File: src/rtl/fb_write_arbiter_if.sv
// rtl/fb_write_arbiter_if.sv - requester and memory-write-side bundle for fb_write_arbiter
// master: camera/host/clear requesters and memory write side (testbench or system top)
// slave : fb_write_arbiter
//   cam_valid, cam_sof, cam_data            camera pixel stream (cannot stall)
//   host_req, host_addr, host_data          host single-word write, held until host_ack
//   host_ack, host_err                      host completion pulses
//   clear_start, clear_busy                 clear engine control/status
//   frame_done                              pulse with the write of the last camera address
//   mem_we, mem_waddr, mem_wdata            registered frame-buffer write port
interface fb_write_arbiter_if #(
   parameter int ADDR_W = 19,
   parameter int DATA_W = 12
);
   logic              cam_valid;
   logic              cam_sof;
   logic [DATA_W-1:0] cam_data;
   logic              host_req;
   logic [ADDR_W-1:0] host_addr;
   logic [DATA_W-1:0] host_data;
   logic              host_ack;
   logic              host_err;
   logic              clear_start;
   logic              clear_busy;
   logic              frame_done;
   logic              mem_we;
   logic [ADDR_W-1:0] mem_waddr;
   logic [DATA_W-1:0] mem_wdata;

   modport master (
      output cam_valid, cam_sof, cam_data,
      output host_req, host_addr, host_data,
      output clear_start,
      input  host_ack, host_err, clear_busy, frame_done,
      input  mem_we, mem_waddr, mem_wdata
   );

   modport slave (
      input  cam_valid, cam_sof, cam_data,
      input  host_req, host_addr, host_data,
      input  clear_start,
      output host_ack, host_err, clear_busy, frame_done,
      output mem_we, mem_waddr, mem_wdata
   );
endinterface

File: src/rtl/fb_write_arbiter.sv
// rtl/fb_write_arbiter.sv - fixed-priority frame-buffer write-port arbiter (camera > host > clear)
// clk  : single rising-edge clock
// rstn : asynchronous active-low reset; abandons any frame or clear in progress
// bus  : fb_write_arbiter_if.slave carrying the three requesters and the memory write side
// All outputs are registered: a grant at edge N shows on the write port after edge N.
module fb_write_arbiter #(
   parameter int                DEPTH       = 153600,
   parameter int                ADDR_W      = 19,
   parameter int                DATA_W      = 12,
   parameter logic [DATA_W-1:0] CLEAR_COLOR = '0
) (
   input logic                 clk,
   input logic                 rstn,
   fb_write_arbiter_if.slave   bus
);

   localparam logic [ADDR_W-1:0] LAST_ADDR = ADDR_W'(DEPTH - 1);
   // One extra bit so the range test on host_addr cannot overflow.
   localparam logic [ADDR_W:0]   DEPTH_EXT = (ADDR_W + 1)'(DEPTH);

   typedef enum logic {IDLE, CLEAR} clearState_t;

   clearState_t       clearState;
   logic [ADDR_W-1:0] camAddr;
   logic [ADDR_W-1:0] clearCnt;
   logic [ADDR_W-1:0] camWrAddr;
   logic              camGrant;
   logic              hostGrant;
   logic              clearGrant;
   logic              hostInRange;

   logic              memWe;
   logic [ADDR_W-1:0] memWaddr;
   logic [DATA_W-1:0] memWdata;
   logic              hostAck;
   logic              hostErr;
   logic              frameDone;
   logic              clearBusy;

   always_comb begin
      camWrAddr   = bus.cam_sof ? '0 : camAddr;
      camGrant    = bus.cam_valid;
      hostGrant   = bus.host_req && !bus.cam_valid;
      // Clear only gets cycles nobody else wants; its counter simply waits otherwise.
      clearGrant  = (clearState == CLEAR) && !bus.cam_valid && !bus.host_req;
      hostInRange = {1'b0, bus.host_addr} < DEPTH_EXT;
   end

   always_ff @(posedge clk or negedge rstn) begin
      if (!rstn) begin
         clearState <= IDLE;
         camAddr    <= '0;
         clearCnt   <= '0;
         memWe      <= 1'b0;
         memWaddr   <= '0;
         memWdata   <= '0;
         hostAck    <= 1'b0;
         hostErr    <= 1'b0;
         frameDone  <= 1'b0;
         clearBusy  <= 1'b0;
      end else begin
         memWe     <= 1'b0;
         hostAck   <= 1'b0;
         hostErr   <= 1'b0;
         frameDone <= 1'b0;

         if (camGrant) begin
            memWe     <= 1'b1;
            memWaddr  <= camWrAddr;
            memWdata  <= bus.cam_data;
            frameDone <= (camWrAddr == LAST_ADDR);
            camAddr   <= (camWrAddr == LAST_ADDR) ? '0 : camWrAddr + ADDR_W'(1);
         end else begin
            if (bus.cam_sof) begin
               camAddr <= '0;
            end
            if (hostGrant) begin
               hostAck <= 1'b1;
               hostErr <= !hostInRange;
               // Out-of-range requests are consumed without touching memory;
               // address/data keep their previous values like any idle cycle.
               if (hostInRange) begin
                  memWe    <= 1'b1;
                  memWaddr <= bus.host_addr;
                  memWdata <= bus.host_data;
               end
            end else if (clearGrant) begin
               memWe    <= 1'b1;
               memWaddr <= clearCnt;
               memWdata <= CLEAR_COLOR;
            end
         end

         case (clearState)
            IDLE: begin
               if (bus.clear_start) begin
                  clearState <= CLEAR;
                  clearCnt   <= '0;
                  clearBusy  <= 1'b1;
               end
            end
            CLEAR: begin
               // clear_start is ignored here: a running clear is never restarted.
               if (clearGrant) begin
                  if (clearCnt == LAST_ADDR) begin
                     clearState <= IDLE;
                     clearBusy  <= 1'b0;
                  end else begin
                     clearCnt <= clearCnt + ADDR_W'(1);
                  end
               end
            end
            default: begin
               clearState <= IDLE;
               clearBusy  <= 1'b0;
            end
         endcase
      end
   end

   assign bus.mem_we     = memWe;
   assign bus.mem_waddr  = memWaddr;
   assign bus.mem_wdata  = memWdata;
   assign bus.host_ack   = hostAck;
   assign bus.host_err   = hostErr;
   assign bus.frame_done = frameDone;
   assign bus.clear_busy = clearBusy;

endmodule

File: src/flat_wrapper.sv
// flat-port wrapper written by rule: the top's interface ports become plain ports
module fb_write_arbiter_flat 
#(
   parameter int                DEPTH       = 153600,
   parameter int                ADDR_W      = 19,
   parameter int                DATA_W      = 12,
   parameter logic [DATA_W-1:0] CLEAR_COLOR = '0
)
  (clk, rstn, bus_cam_valid, bus_cam_sof, bus_cam_data, bus_host_req, bus_host_addr, bus_host_data, bus_clear_start, bus_host_ack, bus_host_err, bus_clear_busy, bus_frame_done, bus_mem_we, bus_mem_waddr, bus_mem_wdata);
  fb_write_arbiter_if #(.ADDR_W(ADDR_W), .DATA_W(DATA_W)) bus_i ();
  input logic clk;
  input logic rstn;
  input wire logic [$bits(bus_i.cam_valid)-1:0] bus_cam_valid;
  input wire logic [$bits(bus_i.cam_sof)-1:0] bus_cam_sof;
  input wire logic [$bits(bus_i.cam_data)-1:0] bus_cam_data;
  input wire logic [$bits(bus_i.host_req)-1:0] bus_host_req;
  input wire logic [$bits(bus_i.host_addr)-1:0] bus_host_addr;
  input wire logic [$bits(bus_i.host_data)-1:0] bus_host_data;
  input wire logic [$bits(bus_i.clear_start)-1:0] bus_clear_start;
  output wire logic [$bits(bus_i.host_ack)-1:0] bus_host_ack;
  output wire logic [$bits(bus_i.host_err)-1:0] bus_host_err;
  output wire logic [$bits(bus_i.clear_busy)-1:0] bus_clear_busy;
  output wire logic [$bits(bus_i.frame_done)-1:0] bus_frame_done;
  output wire logic [$bits(bus_i.mem_we)-1:0] bus_mem_we;
  output wire logic [$bits(bus_i.mem_waddr)-1:0] bus_mem_waddr;
  output wire logic [$bits(bus_i.mem_wdata)-1:0] bus_mem_wdata;
  assign bus_i.cam_valid = bus_cam_valid;
  assign bus_i.cam_sof = bus_cam_sof;
  assign bus_i.cam_data = bus_cam_data;
  assign bus_i.host_req = bus_host_req;
  assign bus_i.host_addr = bus_host_addr;
  assign bus_i.host_data = bus_host_data;
  assign bus_i.clear_start = bus_clear_start;
  assign bus_host_ack = bus_i.host_ack;
  assign bus_host_err = bus_i.host_err;
  assign bus_clear_busy = bus_i.clear_busy;
  assign bus_frame_done = bus_i.frame_done;
  assign bus_mem_we = bus_i.mem_we;
  assign bus_mem_waddr = bus_i.mem_waddr;
  assign bus_mem_wdata = bus_i.mem_wdata;
  fb_write_arbiter #(.DEPTH(DEPTH), .ADDR_W(ADDR_W), .DATA_W(DATA_W), .CLEAR_COLOR(CLEAR_COLOR)) u_core (.clk(clk), .rstn(rstn), .bus(bus_i));
endmodule
File: config.mk
export PLATFORM = sky130hd
export DESIGN_NAME = fb_write_arbiter_flat
export DESIGN_NICKNAME = d
export VERILOG_FILES = /design/src/rtl/fb_write_arbiter_if.sv /design/src/rtl/fb_write_arbiter.sv /design/src/flat_wrapper.sv
export SDC_FILE = /design/constraint.sdc
export NUM_CORES = 1
export LEC_CHECK = 0
export CAP_MARGIN = 20
export CORE_MARGIN = 2
export CORE_UTILIZATION = 45
export CTS_CLUSTER_SIZE = 30
export DETAILED_ROUTE_END_ITERATION = 7
export PLACE_DENSITY_LB_ADDON = 0.1
export SLEW_MARGIN = 40
export SYNTH_ARGS = -nofsm -noshare
export SYNTH_HDL_FRONTEND = slang
export SYNTH_SLANG_ARGS = --single-unit
File: constraint.sdc
create_clock -name clk -period 2.8 [get_ports clk]
set_clock_uncertainty 0.2 [all_clocks]
set_input_delay 0.28 -clock clk [delete_from_list [all_inputs] [get_ports clk]]
set_output_delay 0.28 -clock clk [all_outputs]
set_load 0.03 [all_outputs]
After elaboration in Yosys (flattened, before gate mapping)
Cells that the tools add are included.
{"block": "word_totals", "mem_bits_rw": 0, "romBits": 0, "wordCells": 63, "out_inout_bits": 36, "latch_bits": 0, "inputBits": 49, "ff_bits": 75, "memories": 0}
{"block": "classes", "mux": 32, "n_mul": 0, "order_cmp": 1, "div": 0, "n_eq_ne": 7, "add_sub_neg": 2, "bitwise_logic": 1, "shifts": 0, "n_reduce_logical": 10}
{"operator": "19-bit 2-to-1 mux", "count": 10}
{"operator": "12-bit 2-to-1 mux", "count": 4}
{"operator": "19-bit by 1-bit adder with 19-bit output, second input constant", "count": 2}
{"operator": "19-bit by 18-bit equality test with 1-bit output, second input constant", "count": 2}
{"operator": "19-bit one-hot mux with 2 select lines", "count": 1}
{"operator": "19-bit by 18-bit < comparator with 1-bit output, second input constant", "count": 1}
{"operator": "1-bit 2-to-1 mux", "count": 15}
{"operator": "2-bit inequality test, second input constant", "count": 4}
{"operator": "3-bit AND reduction", "count": 2}
{"operator": "1-bit one-hot mux with 2 select lines", "count": 2}
{"operator": "1-bit logical AND", "count": 3}
{"operator": "1-bit logical NOT", "count": 3}
{"operator": "3-bit inequality test, second input constant", "count": 1}
{"operator": "3-bit nonzero test", "count": 1}
{"operator": "2-bit AND reduction", "count": 1}
{"operator": "1-bit inverter", "count": 1}

Depth between registers and ports, before layout
{"block": "logic_depth", "depth_word": 6, "ltp_mapped": 9, "depth_no_buf": 8}

Worst setup path before layout
Ideal clock, no wire load.
{"block": "synth_path", "path_type": "flip-flop to flip-flop", "from": "register u_core.clearCnt[0]", "to": "register u_core.clearCnt[9]", "synth_period_minus_slack_ps": 2139, "arrival_ps": 1815, "setup_ps": 124, "setup_slack_ps": 661, "required_ps": 2476, "path_stages_with_launch": 7, "cell_sequence": "dfrtp_1 ha_1 and4_1 and2_4 a21o_4 o311a_1 a211o_1"}
{"block": "synth_via", "elab_chain_len": 4}
{"item": "from (decl)", "line_no": "fb_write_arbiter.sv:25", "text": "logic [ADDR_W-1:0] clearCnt;"}
{"item": "from (signal assigned)", "line_no": "fb_write_arbiter.sv:109", "text": "clearCnt <= clearCnt + ADDR_W'(1);"}
{"item": "19-bit by 1-bit adder with 19-bit output", "line_no": "fb_write_arbiter.sv:109"}
{"item": "19-bit 2-to-1 mux", "line_no": "fb_write_arbiter.sv:105", "text": "if (clearCnt == LAST_ADDR) begin"}
{"item": "19-bit 2-to-1 mux", "line_no": "fb_write_arbiter.sv:104", "text": "if (clearGrant) begin"}
{"item": "19-bit one-hot mux with 2 select lines", "line_no": "fb_write_arbiter.sv:94", "text": "case (clearState)"}
Parallel ways exist; a longest one is shown, timed or not. The select of a mux whose other input is x is not followed.
A chain may end at the register's enable or synchronous reset.

Worst setup path after layout
Same ends and word-level chain as after synthesis.

==> results.tsv <==
metric	value	unit
cts_root_buf	clkbuf_8	
worst_slew_pin_slew	0.6875	ns
p_leak	2.211	nW
dp_hpwl	7562	um
drive_gt1_share	13.48	%
cts_tree	yes	
layout_commonest_cell	clkdlybuf4s50_1	
die_area	0.009842	sq mm
cts_setup_buffers	0	
die_y	99.21	um
finalWirelength	10430	um
overflow	0	
max-cap-violations	0	
min-delay-start	bus_cam_valid	
hold_viol	0	
clkPwrFrac	33.8	%
fin_nets	544	
layout_common_cells	82 x clkdlybuf4s50_1, 75 x dfrtp_1, 40 x nand2_1	
grt_pass1_vias	3379	
grt_pass1_wl	17280	um
firstDrtPassIters	4	
placed_area	0.005031	sq mm
drc_errors	0	
p_per_area	502.5	mW/mm^2
instances_no_fill	605	
syn2layout_area_growth	28.65	%
end_kind	flop	
peakVddDrop	233.3	uV
rsz0062_at_grt	no	
slew_headroom	54.17	%
worst_ep_arrival_time	2.39	ns
crit_path_top_delay_cell	dfrtp_1	
hold_end	u_core.bus.mem_waddr[18]	
synth_cells	408	
syn_area	0.004079	sq mm
synth_nets	459	
setup_viol	0	
p_int	1.906	mW
combPwrFrac	19.7	%
timing.rr.start	u_core.clearCnt[0]	
gp_congestion	0.8418	
cts_made_buffers	9	
synth_cell_types	59	
cts_buffer_depth	2	
ys_seq_area_share	46.01	%
cts.sinks	75	
worstSetupPathType	flop to flop	
core-area	0.008763	sq mm
num_vias	3427	
postRouteAntennaNets	0	
clock_latency	0.36	ns
path_buf_inv	0	
ios	85	
period_share	83.87	%
ys_ff_latch	75	
nFillCells	762	
avgRoutedWirePerCell	17.24	um
grt_max_degree	76	
antenna_found_initial	0	
first_iter_violations	152	
outcome	completed	
insertedDiodeCount	0	
ys.flop_type	dfrtp_1	
htreeDepth	3	
grt_usage	21.99	%
netSwitchingFraction	27.73	%
power_switching	0.7314	mW
viasPerCell	5.664	
r2r_end	u_core.clearCnt[9]	
dieWidth	99.21	um
design_area	0.005248	sq mm
syn_avg_cell_area	9.997	sq um
timing.final.max_slew_violations	0	
ys.warnings.count	0	
tns	0	ns
max_stage_delay	0.44	ns
layout_setup_ws	0.4517	ns
ys_async_sr_fraction	100.0	%
ff2ff_path_depth	6	
synth-edff-count	0	
required	2.84	ns
dpl_worst_slack	0.1509	ns
dp.cells	589	
std_cell_rows	34	
port_buffers	84	
critPathMaxFanout	14	
min_period	2.348	ns
clk_pin_slew_worst_paths	0.08	ns
cp_top_family	compound AO/OA/AOI/OAI gates	
power_frac_seq	46.5	%
min_path_type	input pin to flop	
start_util	46.54	%
fmax	425.8	MHz
crit_chain	ha_1, and4_1, and2_4, a21o_4, o311a_1, a211o_1	
hold_depth	3	
critPathLaunchType	flop	
rrSetupSlack	0.45	ns
cells in the mapped netlist, drive strengths merged, types with 3 or more instances:
cell / number / share of area, %
dfrtp: 75 / 46
nand2: 41 / 3.8
mux2: 31 / 8.6
o21ai: 28 / 3.4
nor2: 26 / 2.4
nand3: 20 / 2.5
mux2i: 19 / 4.7
a21oi: 15 / 1.9
a22o: 12 / 2.6
buf: 11 / 1.7
clkbuf: 10 / 0.95
inv: 10 / 0.92
nand2b: 10 / 1.5
nand4: 8 / 1.2
nor2b: 8 / 1.3
xnor2: 8 / 1.7
a31oi: 7 / 1.1
and3: 7 / 1.2
xor2: 7 / 1.5
nor4: 6 / 1.1
nor3: 5 / 0.61
a211o: 4 / 0.89
and4: 4 / 0.86
a211oi: 3 / 0.55
and2: 3 / 0.52
or3: 3 / 0.46
stage by stage:
stage	utilization (%)	power [mW]	hold WS [ns]
floorplan	-	1.516	-0.2156
global placement	57.37	1.758	0.2891
detailed placement	57.41	1.767	0.1571
CTS	59.88	2.666	0.2170
global route	59.88	2.756	0.2256
finish	59.88	2.637	0.2296
logic make-up after synthesis:
family	after synthesis	share of synthesized area (%)
AO/OA/AOI/OAI	84	13.87
multiplexers	50	13.22
flip-flops	75	46.01
adder cells (fa/ha/maj)	2	0.6134
buffers and inverters	31	3.558
AND/OR/NAND/NOR	151	19.51
XOR/XNOR	15	3.221
worst reg2reg max path, delay by kind of cell (launching register included):
kind            cells  cell delay [ns]
compound gates      3             0.88
simple gates        2             0.46
flops               1             0.44
fa+ha+maj           1             0.26
routing by layer:
metal / up-vias / share of wire, % / track usage (%)
li1: 1639 / - / -
met1: 1712 / 45 / 30.40
met2: 66 / 49 / 35.45
met3: 10 / 4.6 / 5.481
met4: 0 / 0.87 / 4.426
met5: - / 0 / 0
how the worst max path moves through the flow:
| stage | cells past startpoint | end | slack [ns] | from |
|---|---|---|---|---|
| after floorplan | 6 | u_core.clearCnt[9] | 0.66 | u_core.clearCnt[0] |
| after global placement | 9 | u_core.camAddr[15] | 0.24 | bus_cam_sof |
| after detailed placement | 9 | u_core.camAddr[5] | 0.15 | bus_cam_sof |
| after CTS | 6 | u_core.clearCnt[9] | 0.46 | u_core.clearCnt[0] |
| after global routing | 9 | u_core.camAddr[5] | 0.31 | bus_cam_sof |
| final | 6 | u_core.clearCnt[9] | 0.45 | u_core.clearCnt[0] |
power groups by stage:
stage / clock network [mW] / logic, mW / registers [mW]
floorplan: 0 / 0.189 / 1.33
global placement: 0 / 0.513 / 1.25
detailed placement: 0 / 0.521 / 1.25
CTS: 0.917 / 0.524 / 1.23
global route: 0.960 / 0.558 / 1.24
finish: 0.892 / 0.519 / 1.23
timing repair:
item,in CTS,in global routing
hold buffers,1,0
gates resized for setup,0,0
endpoints found under the setup margin,0,0
endpoints found under the hold margin,75,0
registers in the layout, indices dropped and copies added, names as in the netlist:
signal,cells
u_core.bus.mem_waddr,19
u_core.camAddr,19
u_core.clearCnt,19
u_core.bus.mem_wdata,12
u_core.bus.clear_busy,1
u_core.bus.frame_done,1
u_core.bus.host_ack,1
u_core.bus.host_err,1
u_core.bus.mem_we,1
u_core.clearState,1
area by class of cell:
type | instances | area [sq um] | share of cell area (%)
Sequential cell | 75 | 1877 | 35.77
Timing Repair Buffer | 95 | 934.6 | 17.81
Multi-Input combinational cell | 302 | 2057 | 39.20
Tap cell | 108 | 135.1 | 2.575
Clock inverter | 5 | 78.83 | 1.502
Clock buffer | 10 | 127.6 | 2.432
Inverter | 10 | 37.54 | 0.7153
Note: power is estimated with default switching activity, not from simulation.
==> variant 1 (config.mk and constraints unchanged) <==
`ADDR_W` is set to 19 in 3 places; all go to 23.
--- a/src/rtl/fb_write_arbiter_if.sv
+++ b/src/rtl/fb_write_arbiter_if.sv
@@ -8,7 +8,7 @@
 //   frame_done                              pulse with the write of the last camera address
 //   mem_we, mem_waddr, mem_wdata            registered frame-buffer write port
 interface fb_write_arbiter_if #(
-   parameter int ADDR_W = 19,
+   parameter int ADDR_W = 23,
    parameter int DATA_W = 12
 );
    logic              cam_valid;
--- a/src/rtl/fb_write_arbiter.sv
+++ b/src/rtl/fb_write_arbiter.sv
@@ -5,7 +5,7 @@
 // All outputs are registered: a grant at edge N shows on the write port after edge N.
 module fb_write_arbiter #(
    parameter int                DEPTH       = 153600,
-   parameter int                ADDR_W      = 19,
+   parameter int                ADDR_W      = 23,
    parameter int                DATA_W      = 12,
    parameter logic [DATA_W-1:0] CLEAR_COLOR = '0
 ) (
--- a/src/flat_wrapper.sv
+++ b/src/flat_wrapper.sv
@@ -2,7 +2,7 @@
 module fb_write_arbiter_flat 
 #(
    parameter int                DEPTH       = 153600,
-   parameter int                ADDR_W      = 19,
+   parameter int                ADDR_W      = 23,
    parameter int                DATA_W      = 12,
    parameter logic [DATA_W-1:0] CLEAR_COLOR = '0
 )
Interface: changed (resized bus_host_addr and bus_mem_waddr); port bits go from 85 to 93. No check against the original RTL was run, so the function may have changed too.
==> variant 1 against the original RTL <==
Global-route usage rose by 0.83 points; cell count rose by 21%; final area is 18% higher; total power is 12% higher; synthesized area grew 20%; worst setup slack improved by 0.037 ns; critical path depth is the same; routed wire length grew 24%; fmax rose by 1.6%; largest power group unchanged; largest cell class unchanged; sequential cell count increased by 12.
==> variant 1: results (changes against the original RTL) <==
layout cells sized above 1 -> 13.4% (-0.11 points)
Max clock buf depth -> 2 (unchanged)
Worst Max-Slew Pin Slew -> 0.684 ns (-0.00382 ns)
placed cells -> 714 (+21%)
Post-Synth XOR/XNOR Area -> 1.62% (-1.6 points)
synth warn -> 0 (unchanged)
WL per Instance -> 17.6 um (+2.3%)
compound-cell area share of the yosys netlist -> 12.7% (-1.2 points)
Syn Nets -> 551 (+20%)
Setup Buffers After CTS -> 0 (unchanged)
H-tree depth -> 3 (unchanged)
type of the worst setup path -> flip-flop to flip-flop
Layout Nets -> 641 (+18%)
CTS clock-pin slew for the worst setup and hold paths -> 0.09 ns
FFs w/ async S/R, synth -> 100% (unchanged)
cells after synthesis -> 496 (+22%)
vias per inst -> 5.63 (-0.69%)
Worst path max stage delay -> 0.38 ns (-0.06 ns)
cts repair resizes -> 0 (unchanged)
initial DRC count -> 190 (+25%)
mux share of post-synthesis cell area -> 15.3% (+2.1 points)
clock root cell -> clkbuf_8
Placer Congestion -> 0.856 (+1.6%)
outcome -> finished clean
Crit path max-delay family -> simple AND/OR/NAND/NOR gates
worst reg2reg path startpoint -> u_core.camAddr[0]$_DFF_PN0_
TritonRoute pass-1 iters -> 4 (unchanged)
critical path arrival -> 2.37 ns (-0.02 ns)
Netlist cell types -> 46 (-22%)
gr usage total -> 22.8% (+0.83 points)
Seq/Total Area, Yosys -> 44.6% (-1.4 points)
top post-synthesis cells by area -> dfrtp_1 (45%), mux2_2 (8.3%), mux2i_1 (7.0%)
Post-synth top cells -> dfrtp_1 (87), nand2_1 (59), mux2_2 (36)
cts hold-fix bufs -> 1 (unchanged)
vias in the first global route -> 3941 (+17%)
Min-Delay Path Class -> input pin to asynchronous set/reset pin
wirelength, routed -> 12900 um (+24%)
first-pass GRT wire length -> 20600 um (+19%)
initial antenna violation count -> 0 (unchanged)
leakage -> 0.00258 uW (+17%)
Slowest-stage cell, CP -> dfrtp_1
Worst Path Max Fanout -> 9 (-5)
VDD IR-drop max -> 0.556 mV (+140%)
Synth Area in Adders -> 0.513% (-0.10 points)
maximum number of pins on one net before global-route repair -> 49 (-36%)
n_diodes -> 0 (unchanged)
HPWL Detailed -> 9510 um (+26%)
Port Buffers -> 92 (+9.5%)
total CTS buffers -> 9 (unchanged)
worst skew pair latency -> 0.37 ns
variant 1: cell count changes in the layout (fill, tap and decap cells not counted), moves of 9 or more:
cell / before / now
clkdlybuf4s50_1: 82 / 91
o31ai_1: 1 / 11
a21oi_1: 14 / 23
or4_1: 0 / 10
nor2_1: 26 / 12
mux2i_1: 19 / 34
dfrtp_1: 75 / 87
nand2_1: 40 / 59
buf_4: 9 / 21
variant 1: report_power, final:
| group | total, uW | leakage [uW] | internal [uW] | switching, uW |
|---|---|---|---|---|
| Clock | 967 | 0.000102 | 500 | 467 |
| Sequential | 1410 | 0.00115 | 1340 | 71.0 |
| Combinational | 586 | 0.00132 | 284 | 302 |
| Total | 2960 | 0.00258 | 2120 | 840 |
variant 1: cell type report:
type / instances / area [um2]
multi-input combinational: 364 / 2510
inverter: 10 / 37.5
clock inverter: 6 / 85.1
sequential: 87 / 2180
tap: 140 / 175
clock buffer: 10 / 128
fill: 953 / 4490
timing repair buffer: 114 / 1100
variant 1: per-layer routing:
layer | share of wire [%] | GRT usage, % | vias up
li1 | - | - | 2002
met2 | 49 | 36.6 | 73
met4 | 1.1 | 5.77 | 0
met3 | 3.6 | 4.94 | 9
met1 | 46 | 31.6 | 2028
met5 | 0 | 0 | -
variant 1: through the flow:
stage | instance area [um2] | setup slack, ns | power (uW) | utilization [%]
2_1_floorplan | 4880 | 0.464 | 1740 | -
6_report | 6210 | 0.489 | 2960 | 58.1
3_3_place_gp | 5980 | 0.153 | 2010 | 55.9
3_5_place_dp | 5990 | 0.131 | 2020 | 56.0
4_1_cts | 6210 | 0.387 | 2990 | 58.0
5_1_grt | 6210 | 0.338 | 3090 | 58.1
variant 1: cell families (layout without fill, tap and decap cells):
kind of cell             after synthesis  count (layout)
flip-flops                            87              87
XOR/XNOR                               9               9
multiplexers                          70              70
AO/OA/AOI/OAI                         93              93
AND/OR/NAND/NOR                      190             190
adder cells (fa/ha/maj)                2               2
buffers and inverters                 45             140
variant 1: path summary, 6_finish.rpt:
| kind | end | slack, ns | cells after the start |
|---|---|---|---|
| min in group clk | u_core.bus.mem_waddr[12]$_DFFE_PN0P_ | 0.31 | 1 |
| setup / recovery | u_core.camAddr[22]$_DFF_PN0_ | 0.49 | 6 |
| hold / removal | u_core.bus.mem_waddr[0]$_DFFE_PN0P_ | 0.28 | 2 |
| hold reg to reg | u_core.bus.mem_waddr[12]$_DFFE_PN0P_ | 0.31 | 1 |
| setup reg to reg | u_core.camAddr[22]$_DFF_PN0_ | 0.49 | 6 |
| max in group asynchronous | u_core.bus.mem_wdata[11]$_DFFE_PN0P_ | 1.45 | 3 |
==> variant 2 (same flow settings) <==
Without the edit above. Reset style: synchronous (`rstn`), changed in one clocked block. Comments in the files are not updated.
--- a/src/rtl/fb_write_arbiter.sv
+++ b/src/rtl/fb_write_arbiter.sv
@@ -46,7 +46,7 @@
       hostInRange = {1'b0, bus.host_addr} < DEPTH_EXT;
    end
 
-   always_ff @(posedge clk or negedge rstn) begin
+   always_ff @(posedge clk) begin
       if (!rstn) begin
          clearState <= IDLE;
          camAddr    <= '0;
Check against the original RTL: differs if rstn is asserted again (counterexample within 4 cycles, from zero or initial values and one cycle with rstn low); with rstn held inactive, the same outputs for 4 cycles.
==> variant 2 against the original RTL <==
Global-route usage shrank 0.062 points; count of clock-buffer cells in the layout is the same; largest power group unchanged; utilization grew 1.1 points; routed wire length shrank 0.55%; synthesized area shrank 4.3%; total power shrank 16%; sequential power shrank 9%; synthesized cell count grew 9.1%; final area shrank 3.5%; die area shrank 4.1%; critical endpoint is now u_core.clearCnt[13]$_SDFFE_PN0P_; sequential cell count is the same; worst setup slack lost 0.012 ns.
==> variant 2: results (changes against the original RTL) <==
Worst path max stage delay -> 0.64 ns (+0.20 ns)
fillers -> 752 (-1.3%)
maximum number of pins on one net before global-route repair -> 40 (-47%)
outcome -> finished clean
Syn Nets -> 496 (+8.1%)
top post-synthesis cells by area -> dfxtp_1 (38%), mux2i_1 (9.7%), nor2b_1 (5.9%)
initial DRC count -> 160 (+5.3%)
Placer Congestion -> 0.857 (+1.8%)
VDD IR-drop max -> 0.274 mV (+17%)
Post-synth top cells -> dfxtp_1 (75), nand2_1 (51), mux2i_1 (38)
wirelength, routed -> 10400 um (-0.55%)
Slowest-stage cell, CP -> nor3_2
leakage -> 0.00192 uW (-13%)
Layout Nets -> 584 (+7.4%)
normalized max-slew margin -> 54.0% (-0.14 points)
first-pass GRT wire length -> 16700 um (-3.2%)
Seq/Total Area, Yosys -> 38.5% (-7.6 points)
Netlist cell types -> 49 (-17%)
HPWL Detailed -> 7720 um (+2.0%)
Reg2Reg Depth -> 5 (-1)
Min-Delay Path Class -> input pin to flip-flop
gr usage total -> 21.9% (-0.062 points)
vias per inst -> 5.48 (-3.3%)
Crit path max-delay family -> simple AND/OR/NAND/NOR gates
Worst Path Max Fanout -> 13 (-1)
layout cells sized above 1 -> 7.84% (-5.6 points)
==> variant 2: changes by cell type in the layout (fill, tap and decap cells not counted), moves of 8 or more <==
cell,before,now
a22o_1,12,0
a22oi_1,0,12
buf_4,9,17
dfrtp_1,75,0
dfxtp_1,0,75
mux2_2,31,0
mux2i_1,19,38
nand2_1,40,51
nand3_1,20,10
nor2b_1,7,37
nor3_1,5,16
o211a_1,0,14
o21ai_0,27,18
==> variant 2: through the flow <==
stage / power (uW) / cell area, um2 / instances / setup WS, ns
detailed placement: 1550 / 4920 / 627 / 0.237
global placement: 1550 / 4920 / 627 / 0.291
finish: 2220 / 5060 / 641 / 0.440
floorplan: 1370 / 3900 / 445 / 0.548
global route: 2310 / 5060 / 641 / 0.253
CTS: 2240 / 5060 / 641 / 0.475
==> variant 2: metal layers <==
layer	GRT usage, %	part of all wire (%)	vias up
li1	-	-	1757
met1	28.5	46	1665
met3	4.03	3.6	13
met5	0	0	-
met2	37.3	49	77
met4	6.07	1.2	0
==> variant 2: cell type report <==
type,instances,share of cell area (%)
inverter,3,0.222
tap,105,2.59
clock inverter,4,0.395
timing repair buffer,102,19.4
sequential,75,29.6
multi-input combinational,342,45.2
clock buffer,10,2.52
==> variant 2: where the power goes <==
group / total, uW / switching [uW] / internal [uW]
registers: 1120 / 19.6 / 1100
clock network: 694 / 388 / 306
logic: 408 / 207 / 200
==> variant 2: final timing paths <==
kind                                                      startpoint                              endpoint  slack (ns)
worst min-delay path                                   bus_cam_valid          u_core.camAddr[0]$_SDFF_PN0_        0.26
worst min register to register  u_core.bus.mem_wdata[8]$_SDFFE_PN0P_  u_core.bus.mem_wdata[8]$_SDFFE_PN0P_        0.30
worst max-delay path                u_core.clearCnt[11]$_SDFFE_PN0P_      u_core.clearCnt[13]$_SDFFE_PN0P_        0.44
worst max register to register      u_core.clearCnt[11]$_SDFFE_PN0P_      u_core.clearCnt[13]$_SDFFE_PN0P_        0.44
==> variant 2: kinds of logic (layout without fill, tap and decap cells) <==
kind of cell | count (synthesis) | count (layout) | share of synthesized area, %
xor+xnor | 23 | 23 | 5.16
fa+ha+maj | 2 | 2 | 0.641
buf+inv | 28 | 119 | 3.27
mux | 38 | 38 | 9.74
compound gates | 83 | 83 | 15.2
simple gates | 196 | 196 | 27.5
flops | 75 | 75 | 38.5
==> variant 2: worst reg2reg max path: cells and delay by family (launching register included) <==
family	cells	cell delay, ns
DFF	1	0.40
muxes	1	0.15
and+or+nand+nor	4	1.49
